## src/rtl/exc_ctrl_pkg.sv

```systemverilog
// exc_pkg: shared types and constants for the external-interrupt exception
// controller (exc_ctrl) and its interface.
//   exc_state_t  - controller FSM state
//   ESTATUS_W    - width of the EStatus cause code
//   EXC_EXT_BASE - base cause code for external lines (codes 8..15)
//   ext_code()   - cause code for a given line index
package exc_pkg;

    typedef enum logic [1:0] {IDLE, REQ, SERVICE} exc_state_t;

    localparam int ESTATUS_W = 4;
    localparam logic [ESTATUS_W-1:0] EXC_EXT_BASE = 4'b1000;

    // Codes 1..7 belong to datapath-internal causes; external lines map to 8..15.
    function automatic logic [ESTATUS_W-1:0] ext_code(input logic [2:0] src);
        return EXC_EXT_BASE | {1'b0, src};
    endfunction

endpackage

```

## src/rtl/exc_ctrl_if.sv

```systemverilog
// exc_ctrl_if: exception handshake bundle between exc_ctrl and the datapath.
//   IRQ, IRQMask     - interrupt lines and per-line mask (1 = masked)
//   ExcAck, ERet     - datapath accepted the exception / executing ERET
//   Exc, EStatus     - exception request and cause code
//   Pending, Busy    - captured edges, controller not idle
//   AckErr           - sticky ack-timeout flag
// modport master: the controller (exc_ctrl); modport slave: datapath/environment.
interface exc_ctrl_if #(
    parameter int NSRC = 4
);
    import exc_pkg::*;

    logic [NSRC-1:0]      IRQ;
    logic [NSRC-1:0]      IRQMask;
    logic                 ExcAck;
    logic                 ERet;
    logic                 Exc;
    logic [ESTATUS_W-1:0] EStatus;
    logic [NSRC-1:0]      Pending;
    logic                 Busy;
    logic                 AckErr;

    modport master (
        input  IRQ, IRQMask, ExcAck, ERet,
        output Exc, EStatus, Pending, Busy, AckErr
    );

    modport slave (
        output IRQ, IRQMask, ExcAck, ERet,
        input  Exc, EStatus, Pending, Busy, AckErr
    );

endinterface

```

## src/rtl/exc_ctrl_irq_prio_enc.sv

```systemverilog
// irq_prio_enc: combinational priority encoder, lowest set bit wins.
//   cand - candidate request vector
//   any  - at least one bit set
//   idx  - index of the lowest set bit (0 when none)
module irq_prio_enc #(
    parameter int NSRC = 4
) (
    input  logic [NSRC-1:0] cand,
    output logic            any,
    output logic [2:0]      idx
);

    always_comb begin
        any = 1'b0;
        idx = '0;
        for (int unsigned i = 0; i < NSRC; i++) begin
            if (cand[i] && !any) begin
                any = 1'b1;
                idx = 3'(i);
            end
        end
    end

endmodule

```

## src/rtl/exc_ctrl.sv

```systemverilog
// exc_ctrl: external-interrupt exception controller. Captures rising edges on
// NSRC lines into Pending, requests the lowest-index unmasked pending line via
// Exc/EStatus, waits for ExcAck, then blocks until ERet (no nesting).
//   clk   - system clock, rising edge
//   reset - asynchronous, active-high
//   bus   - exc_ctrl_if.master (IRQ, IRQMask, ExcAck, ERet in;
//           Exc, EStatus, Pending, Busy, AckErr out)
// Optional macro EXC_ACK_TIMEOUT_EN: abandon a request after TIMEOUT cycles
// in REQ without ExcAck and set sticky AckErr; otherwise AckErr is tied 0.
module exc_ctrl
    import exc_pkg::*;
#(
    parameter int NSRC    = 4,
    parameter int TIMEOUT = 16
) (
    input  logic       clk,
    input  logic       reset,
    exc_ctrl_if.master bus
);

    if (NSRC < 1 || NSRC > 8 || TIMEOUT < 1) begin : g_param_check
        $error("exc_ctrl: NSRC must be 1..8 and TIMEOUT >= 1");
    end

    exc_state_t           state_q, state_d;
    logic [2:0]           src_q, src_d;
    logic [NSRC-1:0]      irq_q, irq_d;
    logic [NSRC-1:0]      pending_q, pending_d;
    logic                 exc_q, exc_d;
    logic                 busy_q, busy_d;
    logic [ESTATUS_W-1:0] estatus_q, estatus_d;

    logic [NSRC-1:0]      irq_rise;
    logic [NSRC-1:0]      cand;
    logic [NSRC-1:0]      clr;
    logic                 cand_any;
    logic [2:0]           cand_idx;

`ifdef EXC_ACK_TIMEOUT_EN
    localparam int CNT_W = $clog2(TIMEOUT + 1);
    logic [CNT_W-1:0]     cnt_q, cnt_d;
    logic                 ackerr_q, ackerr_d;
`endif

    assign irq_rise = bus.IRQ & ~irq_q;
    // Masked lines still accumulate in Pending; they are only kept out of arbitration.
    assign cand     = pending_q & ~bus.IRQMask;

    irq_prio_enc #(.NSRC(NSRC)) u_prio (
        .cand (cand),
        .any  (cand_any),
        .idx  (cand_idx)
    );

    always_comb begin
        state_d = state_q;
        src_d   = src_q;
        clr     = '0;
`ifdef EXC_ACK_TIMEOUT_EN
        cnt_d    = cnt_q;
        ackerr_d = ackerr_q;
`endif
        unique case (state_q)
            IDLE: begin
                if (cand_any) begin
                    state_d = REQ;
                    src_d   = cand_idx;
`ifdef EXC_ACK_TIMEOUT_EN
                    cnt_d   = '0;
`endif
                end
            end
            REQ: begin
                if (bus.ExcAck) begin
                    state_d = SERVICE;
                    for (int unsigned i = 0; i < NSRC; i++) begin
                        clr[i] = (src_q == 3'(i));
                    end
                end
`ifdef EXC_ACK_TIMEOUT_EN
                else if (cnt_q == CNT_W'(TIMEOUT - 1)) begin
                    // Pending[src] is left set so the line re-arbitrates from IDLE.
                    state_d  = IDLE;
                    ackerr_d = 1'b1;
                end else begin
                    cnt_d = cnt_q + 1'b1;
                end
`endif
            end
            SERVICE: begin
                if (bus.ERet) begin
                    state_d = IDLE;
                end
            end
            default: state_d = IDLE;
        endcase

        // A fresh edge on the line being acknowledged wins over the clear.
        pending_d = (pending_q & ~clr) | irq_rise;
        irq_d     = bus.IRQ;

        // Outputs are registered copies decoded from the next state.
        exc_d     = (state_d == REQ);
        busy_d    = (state_d != IDLE);
        estatus_d = (state_d == IDLE) ? '0 : ext_code(src_d);
    end

    always_ff @(posedge clk or posedge reset) begin
        if (reset) begin
            state_q   <= IDLE;
            src_q     <= '0;
            irq_q     <= '0;
            pending_q <= '0;
            exc_q     <= 1'b0;
            busy_q    <= 1'b0;
            estatus_q <= '0;
`ifdef EXC_ACK_TIMEOUT_EN
            cnt_q     <= '0;
            ackerr_q  <= 1'b0;
`endif
        end else begin
            state_q   <= state_d;
            src_q     <= src_d;
            irq_q     <= irq_d;
            pending_q <= pending_d;
            exc_q     <= exc_d;
            busy_q    <= busy_d;
            estatus_q <= estatus_d;
`ifdef EXC_ACK_TIMEOUT_EN
            cnt_q     <= cnt_d;
            ackerr_q  <= ackerr_d;
`endif
        end
    end

    assign bus.Exc     = exc_q;
    assign bus.EStatus = estatus_q;
    assign bus.Pending = pending_q;
    assign bus.Busy    = busy_q;
`ifdef EXC_ACK_TIMEOUT_EN
    assign bus.AckErr  = ackerr_q;
`else
    assign bus.AckErr  = 1'b0;
`endif

endmodule

```

## src/flat_wrapper.sv

```systemverilog
// flat-port wrapper written by rule: the top's interface ports become plain ports
module exc_ctrl_flat import exc_pkg::*;
#(
    parameter int NSRC    = 4,
    parameter int TIMEOUT = 16
)
  (clk, reset, bus_IRQ, bus_IRQMask, bus_ExcAck, bus_ERet, bus_Exc, bus_EStatus, bus_Pending, bus_Busy, bus_AckErr);
  exc_ctrl_if #(.NSRC(NSRC)) bus_i ();
  input  logic clk;
  input  logic reset;
  input wire logic [$bits(bus_i.IRQ)-1:0] bus_IRQ;
  input wire logic [$bits(bus_i.IRQMask)-1:0] bus_IRQMask;
  input wire logic [$bits(bus_i.ExcAck)-1:0] bus_ExcAck;
  input wire logic [$bits(bus_i.ERet)-1:0] bus_ERet;
  output wire logic [$bits(bus_i.Exc)-1:0] bus_Exc;
  output wire logic [$bits(bus_i.EStatus)-1:0] bus_EStatus;
  output wire logic [$bits(bus_i.Pending)-1:0] bus_Pending;
  output wire logic [$bits(bus_i.Busy)-1:0] bus_Busy;
  output wire logic [$bits(bus_i.AckErr)-1:0] bus_AckErr;
  assign bus_i.IRQ = bus_IRQ;
  assign bus_i.IRQMask = bus_IRQMask;
  assign bus_i.ExcAck = bus_ExcAck;
  assign bus_i.ERet = bus_ERet;
  assign bus_Exc = bus_i.Exc;
  assign bus_EStatus = bus_i.EStatus;
  assign bus_Pending = bus_i.Pending;
  assign bus_Busy = bus_i.Busy;
  assign bus_AckErr = bus_i.AckErr;
  exc_ctrl #(.NSRC(NSRC), .TIMEOUT(TIMEOUT)) u_core (.clk(clk), .reset(reset), .bus(bus_i));
endmodule
```

## config.mk

```make
export PLATFORM = sky130hd
export DESIGN_NAME = exc_ctrl_flat
export DESIGN_NICKNAME = d
export VERILOG_FILES = /design/src/rtl/exc_ctrl_pkg.sv /design/src/rtl/exc_ctrl_if.sv /design/src/rtl/exc_ctrl_irq_prio_enc.sv /design/src/rtl/exc_ctrl.sv /design/src/flat_wrapper.sv
export SDC_FILE = /design/constraint.sdc
export NUM_CORES = 1
export LEC_CHECK = 0
export CAP_MARGIN = 20
export CORE_ASPECT_RATIO = 1.25
export CORE_MARGIN = 2
export CORE_UTILIZATION = 44
export DETAILED_ROUTE_END_ITERATION = 16
export GPL_TIMING_DRIVEN = 0
export HOLD_SLACK_MARGIN = 0.08
export PLACE_DENSITY = 0.73
export SLEW_MARGIN = 0
export SYNTH_ARGS = -nofsm -noshare
export SYNTH_HDL_FRONTEND = slang
export SYNTH_SLANG_ARGS = --single-unit
export TNS_END_PERCENT = 30
```

## constraint.sdc

```tcl
create_clock -name clk -period 1.25 [get_ports clk]
set_input_delay 0.25 -clock clk [delete_from_list [all_inputs] [get_ports clk]]
set_output_delay 0.25 -clock clk [all_outputs]
set_load 0.01 [all_outputs]
```

==> flow_summary.toml <==
[outcome]
status = "finished, violations left"
violations = "negative setup slack"

[route]
ant_nets = 0
vias = 555
routedWlPerCell_um = 12.6
viasPerCell = 5.05
dr.pass1.iters = 4
drc = 0
drt_wl_total_mm = 1.39
drt_iter0_drc = 6

[sta]
post-route-period-util = 1.02
finalSetupViolations = 2
holdWs_ns = 0.321
worstMarginPinSlew_ns = 0.629
final_max_slew_viol_count = 0
worst_clock_skew_ns = 0.00244
finalHoldViolations = 0
rsz0062_at_grt = "true"
max_freq_ghz = 0.782
relSlewSlack = 0.581
worst_slack_ns = -0.0295
min_period_ns = 1.28

[die]
die_width_um = 41.4
fp.dieH_um = 50.8
die_area_um2 = 2100
start_util = 0.481
core-area_um2 = 1600
io-pin-count = 23
rows = 16

[global_route]
grt_pass1_vias = 561
grt_first_pass_wirelength_mm = 2.30
grt_util_all_layers = 0.146
grt_remaining_overflow = 0
grt_max_degree = 19
grt_antenna_before_repair = 0

[yosys]
syn_inst = 64
seq_area_frac_synth = 0.584
syn_area_um2 = 771
syn-mean-instance-area_um2 = 12.0
ys_ff_latch = 18
synth_top_area_share = 0.584
yosysTopAreaCell = "dfrtp_1"
synth_nets = 76
synthTopCellsByArea = "dfrtp_1, o21ai_1, inv_1, o31ai_1, nor2b_4"
ys_types = 24
yosys_warnings = 0

[worst_hold_path]
hold_class = "primary input to async pin"

[placement]
dp_hpwl_mm = 1.01
port_buffers = 21
post-place-ws_ns = -0.328
gp_congestion = 0.810
place_area_um2 = 1000
dpl.cell_count = 103

[clock_network]
clock_path_buffers = 2
clock_latency_ns = 0.29
cts_made_buffers = 3
cts.sinks = 18
h-tree-depth = 1
cts_hold_buffers = 0
cts_root_buf = "clkbuf_4"
tritoncts = "yes"
clk_pin_slew_worst_paths_ns = 0.10

[final_layout]
layout-drive-gt1-share = 0.207
syn_to_final_growth_pct = 38.3
fin_cells = 110
num-nets-final = 105
design_area_um2 = 1070
insertedDiodeCount = 0

[run]
drv_cap = 0

[worst_setup_path]
end_kind = "flip-flop"
critical_path_class = "flip-flop to flip-flop"
worstPathRequired_ns = 1.41
r2r-start = "u_core.bus.Pending[3]"
arrival_ns = 1.44
cp-start-kind = "flip-flop"
r2r_slack_ns = -0.03
worst-path-max-fanout = 5
reg2reg_depth = 3
rr_endpoint = "u_core.state_q[0]"
cp-startpoint = "u_core.bus.Pending[3]"

[pwr]
p_total_mw = 2.27
peakVddDrop_v = 0.00104
power_density_nw_per_um2 = 2130
p_leak_nw = 0.509
worst max-delay path by stage:
| stage | end | depth (start not counted) |
|---|---|---|
| final | u_core.state_q[0] | 3 |
| after global routing | u_core.state_q[0] | 3 |
| after CTS | u_core.state_q[0] | 3 |
| after detailed placement | u_core.state_q[0] | 4 |
| after global placement | u_core.state_q[0] | 4 |
| after floorplan | u_core.bus.EStatus[0] | 3 |
timing repair:
item,in CTS,in global routing
pin swaps,1,2
resized for setup,14,7
setup buffers,2,1
endpoints found under the hold margin,0,0
endpoints found under the setup margin,14,11
cells in the mapped netlist:
library cell,instances
conb_1,1
o41ai_4,1
buf_4,2
and2b_1,1
a21o_1,1
o2bb2ai_1,1
nor2_2,1
and2_1,1
o21ai_0,2
nor3b_2,1
nand4bb_1,1
a221oi_2,1
dfrtp_1,18
a21boi_1,1
nor2_1,1
o31ai_1,4
nor2b_1,3
o21ai_1,6
a21oi_1,3
mux2i_1,1
inv_1,8
nor2b_4,2
nand2b_1,2
nand2_1,1
layout make-up:
class	count	area, µm²
fillers	145	536
flip-flops and latches	18	450
multi-input cells	36	288
repair buffers	24	224
clock buffers	4	36.3
inverters	8	30.0
well taps	18	22.5
plain buffers	2	15.0
sequential cells by signal, indices dropped and copies added, names as in the netlist:
signal and count:
u_core.bus.Busy 1, u_core.bus.EStatus 3, u_core.bus.Exc 1, u_core.bus.Pending 4
u_core.irq_q 4, u_core.src_q 3, u_core.state_q 2
through the flow:
stage | util | setup TNS, ns
2_1_floorplan | - | 0
3_3_place_gp | 0.627 | -2.30
3_5_place_dp | 0.627 | -2.43
4_1_cts | 0.652 | -0.127
5_1_grt | 0.666 | -0.394
6_report | 0.666 | -0.0309
cells by family after synthesis:
group,share of synthesized area
DFF,0.584
other,0.00487
AOI/OAI and AO/OA,0.196
muxes,0.0130
buffers and inverters,0.0584
and+or+nand+nor,0.143
placed cells by master (no fill, tap or decap), drive strengths merged, types with 2 or more instances in the layout:
cell type,n
a21oi,3
buf,6
clkbuf,5
clkdlybuf4s15,4
clkdlybuf4s50,11
dfrtp,18
dlygate4sd2,4
inv,8
nand2b,2
nor2,2
nor2b,5
o21ai,8
o31ai,4
per-layer routing:
layer  vias up  wire [µm]  GRT usage
met4         0         36      0.113
met3         4         66     0.0288
met1       263        574      0.163
met5         -          0          0
li1        276          -          -
met2        12        710      0.242
where the power goes:
| group | leakage (nW) | switching [mW] | internal, mW |
|---|---|---|---|
| clock network | 0.0210 | 0.176 | 0.178 |
| logic | 0.278 | 0.505 | 0.519 |
| registers | 0.211 | 0.131 | 0.762 |
critical path, cell delays in order (launching register included):
cell and delay, ns:
dfrtp_1 0.41, nor2b_4 0.15, o41ai_4 0.45, o21ai_1 0.14
Note: power is estimated with default switching activity, not from simulation.
